[config.mk]
export PLATFORM = sky130hd
export DESIGN_NAME = cntr_ctrl
export DESIGN_NICKNAME = d
export VERILOG_FILES = /design/src/rtl/cntr_ctrl.sv
export SDC_FILE = /design/constraint.sdc
export NUM_CORES = 1
export LEC_CHECK = 0
export CELL_PAD_IN_SITES_DETAIL_PLACEMENT = 1
export CELL_PAD_IN_SITES_GLOBAL_PLACEMENT = 2
export CORE_MARGIN = 3
export CORE_UTILIZATION = 33
export DETAILED_ROUTE_END_ITERATION = 8
export PLACE_DENSITY_LB_ADDON = 0.3
export SYNTH_ARGS = -nofsm -noshare
export SYNTH_HDL_FRONTEND = slang
export SYNTH_SLANG_ARGS = --single-unit
export TNS_END_PERCENT = 1
[constraint.sdc]
create_clock -name clk -period 5.4 [get_ports clk]
set_clock_uncertainty 0.15 [all_clocks]
set_input_delay 1.62 -clock clk [delete_from_list [all_inputs] [get_ports clk]]
set_output_delay 1.62 -clock clk [all_outputs]
set_load 0.005 [all_outputs]
[src/rtl/cntr_ctrl.sv]
// cntr_ctrl: interval-timer sequencer for a 16-bit synchronous counter.
//
// Drives the counter's synchronous clear and count enable, and watches its value.
// Provides a programmable prescaler, a terminal-count limit and one-shot or
// periodic operation. Each run passes through IDLE -> ARM -> RUN.
//
// Parameters
//   PSC_W     width of the prescale field and the internal prescaler counter
//   CNT_W     width of the controlled counter value and the limit field
//
// Ports
//   clk       system clock, all state on the rising edge
//   rst       asynchronous active-low reset
//   start     begin a run (sampled only in IDLE)
//   stop      abort a run; the counter value is held
//   clr       clear counter and prescaler, legal in any state
//   periodic  0 = one-shot, 1 = auto-restart (latched at start)
//   prescale  cnt_ce every prescale+1 RUN cycles (latched at start)
//   limit     terminal count (latched at start)
//   cnt_val   current value of the controlled counter
//   cnt_clr   synchronous clear to the counter
//   cnt_ce    count enable to the counter
//   busy      high in ARM or RUN
//   done      one-cycle pulse on terminal count
//
// Optional feature, enabled by defining CNTR_CTRL_IRQ_EN:
//   irq_ack   acknowledge, clears irq the following cycle
//   irq       sticky flag, set the cycle after done (set wins over irq_ack)

module cntr_ctrl #(
  parameter int unsigned PSC_W = 8,
  parameter int unsigned CNT_W = 16
) (
  input  logic             clk,
  input  logic             rst,
  input  logic             start,
  input  logic             stop,
  input  logic             clr,
  input  logic             periodic,
  input  logic [PSC_W-1:0] prescale,
  input  logic [CNT_W-1:0] limit,
  input  logic [CNT_W-1:0] cnt_val,
`ifdef CNTR_CTRL_IRQ_EN
  input  logic             irq_ack,
  output logic             irq,
`endif
  output logic             cnt_clr,
  output logic             cnt_ce,
  output logic             busy,
  output logic             done
);

  typedef enum logic [1:0] {
    StIdle = 2'd0,
    StArm  = 2'd1,
    StRun  = 2'd2
  } state_e;

  state_e state_q, state_d;

  logic [PSC_W-1:0] psc_q, psc_d;

  // Run configuration, captured once at start and held for the whole run.
  logic [PSC_W-1:0] psc_sh_q, psc_sh_d;
  logic [CNT_W-1:0] limit_sh_q, limit_sh_d;
  logic             periodic_sh_q, periodic_sh_d;

  logic match;
  logic tick;

  assign match = (cnt_val == limit_sh_q);
  assign tick  = (psc_q == psc_sh_q);

  always_ff @(posedge clk or negedge rst) begin
    if (!rst) begin
      state_q       <= StIdle;
      psc_q         <= '0;
      psc_sh_q      <= '0;
      limit_sh_q    <= '0;
      periodic_sh_q <= 1'b0;
    end else begin
      state_q       <= state_d;
      psc_q         <= psc_d;
      psc_sh_q      <= psc_sh_d;
      limit_sh_q    <= limit_sh_d;
      periodic_sh_q <= periodic_sh_d;
    end
  end

  always_comb begin
    state_d       = state_q;
    psc_d         = psc_q;
    psc_sh_d      = psc_sh_q;
    limit_sh_d    = limit_sh_q;
    periodic_sh_d = periodic_sh_q;
    cnt_clr       = 1'b0;
    cnt_ce        = 1'b0;
    done          = 1'b0;

    unique case (state_q)
      StIdle: begin
        if (clr) begin
          cnt_clr = 1'b1;
          psc_d   = '0;
        end
        // stop is not looked at here, so start+stop together still starts a run.
        if (start) begin
          psc_sh_d      = prescale;
          limit_sh_d    = limit;
          periodic_sh_d = periodic;
          state_d       = StArm;
        end
      end

      StArm: begin
        // Clearing the counter here is what lets limit=0 match on the first RUN cycle.
        cnt_clr = 1'b1;
        psc_d   = '0;
        state_d = StRun;
      end

      StRun: begin
        if (stop) begin
          // Abort: counter is left holding its value.
          psc_d   = '0;
          state_d = StIdle;
        end else if (clr) begin
          cnt_clr = 1'b1;
          psc_d   = '0;
        end else if (match) begin
          done    = 1'b1;
          psc_d   = '0;
          state_d = periodic_sh_q ? StArm : StIdle;
        end else if (tick) begin
          cnt_ce = 1'b1;
          psc_d  = '0;
        end else begin
          psc_d = psc_q + 1'b1;
        end
      end

      default: begin
        state_d = StIdle;
      end
    endcase
  end

  assign busy = (state_q == StArm) || (state_q == StRun);

`ifdef CNTR_CTRL_IRQ_EN
  logic irq_q, irq_d;

  always_comb begin
    irq_d = irq_q;
    if (done) begin
      irq_d = 1'b1;
    end else if (irq_ack) begin
      irq_d = 1'b0;
    end
  end

  always_ff @(posedge clk or negedge rst) begin
    if (!rst) begin
      irq_q <= 1'b0;
    end else begin
      irq_q <= irq_d;
    end
  end

  assign irq = irq_q;
`endif

endmodule

==> metrics.txt <==
HP Class flop to flop; CTS Buffer Depth 2; Post-Synth XOR/XNOR Area 11.2%; root buf cell clkbuf_8; Avg Inst Size Synth 11.3 µm²; Top FF cell, synth dfrtp_1; die area ~0.0066 mm²; Setup TNS 0 ps; Yosys top cell by area dfrtp_1; final wirelength 4530 µm; area grow syn2layout 37.9%; Gate power share 38.2%; final HPWL from detailed placement 3510 µm; Worst setup SP type input port; IO Count 50; Fill cells 575; count leader, synth dfrtp_1; register area share after synthesis 46.6%; worst slew pin tran 1050 ps; ant diodes 0; total congestion overflow 0; Hold Buf Count CTS 0; Synth Area in Compound Gates 7.59%; fin crit share 97.7%; Die Ht 81.5 µm; Synth warnings 0; post-layout min period around 5300 ps; H-tree depth 2; Pint between 0.7 and 0.8 mW; vias in the first global route between 1500 and 2000; first-pass GRT wire length 7520 µm; Post-synth EDFFs 0; reported net switching power 0.345 mW; Nets 276; via-per-instance ratio 4.97; routability-driven placement congestion ratio 0.738; DR pass1 iterations 4; crit path capture type primary output; Synth area leaders dfrtp_1 47%, mux2_2 15%, xor2_1 11%; Die Span X 81.5 µm; Core Region 0.00530 mm²; Routed Antenna Nets 0; Synth Cell Area 0.00188 mm²; PD cells ~420 mW/mm²; final setup vio count 0; initial antenna violation count 0; Starting Density 35.4%; leak pwr 1.08 nW; highest clock rate about 190 MHz; Std-Cell Rows 26; largest net degree at the start of global routing 36; status complete, no violations; largest family of logic cells by synthesized area multiplexers; max_cap viols 0; register bit total from synthesis 35; Worst VDD drop 0.202 mV; TritonCTS clock tree done; Post-Synth Simple-Gate Area 13.0%; WL per Instance 15.4 µm; Vias 1460; Post-Synth Adder-Cell Area approximately 4.0%; PortBufs 49; Hold Violations, Final 0; critical path class input port to primary output; GRT Total Usage 15.1%; syn nets 218; register clock-pin slew on the reported worst setup and hold paths 70 ps; RSZ-0062 raised after global routing no; Max-slew headroom 29.9%; Power, Total approximately 1.1 mW; WP data required between 3000 and 4000 ps; CTS sink cnt 35; worst-skew pair later-pin latency 290 ps; clock network power share 20.8%; post-synthesis mux area share roughly 16%; Seq pwr share 41.0%; # DRC 0; final-report max-slew violation count 0; synth cell count leaders 35 x dfrtp_1, 25 x mux2_2, 24 x xor2_1; Num CTS Buffers 5; share of cells above drive strength 1 about 17%; critical-path maximum fanout 4; switch share 31.7%; proportion of netlist area held by the largest area contributor 46.6%; Synth Instances around 170; Yosys cell types 30; Arr. time, crit path roughly 3500 ps; drt first-iter violations 28; ys async rst share 100%
## metrics by stage
stage          util, %  instance area [µm²]  setup WS [ps]  instances  hold slack, ps
2_1_floorplan        -                 1880           1010        166             330
3_3_place_gp      46.7                 2480           73.7        286             350
3_5_place_dp      46.7                 2480           79.8        286             359
4_1_cts           48.6                 2580           79.0        293             374
5_1_grt           48.9                 2590           1.60        294             402
6_report          48.9                 2590            126        294             368
## cell families after synthesis
family	Yosys count
AND/OR/NAND/NOR	47
AO/OA/AOI/OAI	19
buffers and inverters	8
flip-flops	35
adder cells (fa/ha/maj)	6
multiplexers	27
XOR/XNOR	24
## registers in the layout (all words and copies together) (netlist names)
name / count
psc_q: 8
psc_sh_q: 8
periodic_sh_q: 1
state_q: 2
limit_sh_q: 16
## power groups by stage
stage | Sequential [mW] | Combinational [mW] | Clock (mW)
after floorplan | 0.431 | 0.296 | 0
after global placement | 0.446 | 0.399 | 0
after detailed placement | 0.455 | 0.419 | 0
after CTS | 0.450 | 0.421 | 0.234
after global routing | 0.464 | 0.469 | 0.249
final | 0.447 | 0.416 | 0.226
## metal layers
| metal | global-route usage [%] | wire (µm) | part of all wire (%) |
|---|---|---|---|
| met4 | 5.07 | 64 | 1.4 |
| met1 | 17.0 | 1810 | 40 |
| met3 | 4.28 | 206 | 4.6 |
| met2 | 27.3 | 2450 | 54 |
| met5 | 0 | 0 | 0 |
## path summary, 6_finish.rpt
check | startpoint | to | slack (ps) | depth (start not counted)
min | periodic_sh_q | periodic_sh_q | 370 | 1
max | cnt_val[9] | done | 130 | 6
min in group asynchronous | rst | limit_sh_q[9] | 1600 | 2
max reg2reg | state_q[0] | psc_q[5] | 2940 | 7
min reg2reg | periodic_sh_q | periodic_sh_q | 370 | 1
max in group asynchronous | rst | limit_sh_q[2] | 3180 | 2
## what timing repair did
action | 4_1_cts | 5_1_grt
setup buffers | 0 | 1
setup endpoints to repair | 0 | 1
gates resized for setup | 0 | 1
hold endpoints to repair | 0 | 0
## cell usage in the layout, fill, tap and decap left out, types with 2 or more instances in the layout
cell type	n
clkdlybuf4s50_1	49
dfrtp_1	35
mux2_2	25
xor2_1	24
nand2_1	12
nand3_1	8
nor2_1	6
ha_1	6
inv_1	5
nor4_1	5
clkbuf_8	5
buf_4	5
nor2b_1	4
a21oi_1	3
and3_1	3
o21ai_0	2
nand4_1	2
mux2i_1	2
nand2b_1	2
a31oi_1	2
a221oi_1	2
o211ai_1	2
a41oi_1	2
o22ai_1	2
## layout make-up
cell class,instances,area [µm²],share of cell area [%]
clock buffer,6,72.6,2.80
sequential,35,876,33.8
multi-input combinational,123,980,37.8
inverter,5,18.8,0.724
clock inverter,1,30.0,1.16
timing repair buffer,54,528,20.4
tap,70,87.6,3.38
## critical path: stages
cell and delay [ps]:
clkdlybuf4s50_1 420, xor2_1 150, nor4_1 380, nand4_1 260
nor2b_1 160, clkdlybuf4s50_1 520
(Power assumes the default switching activity.)
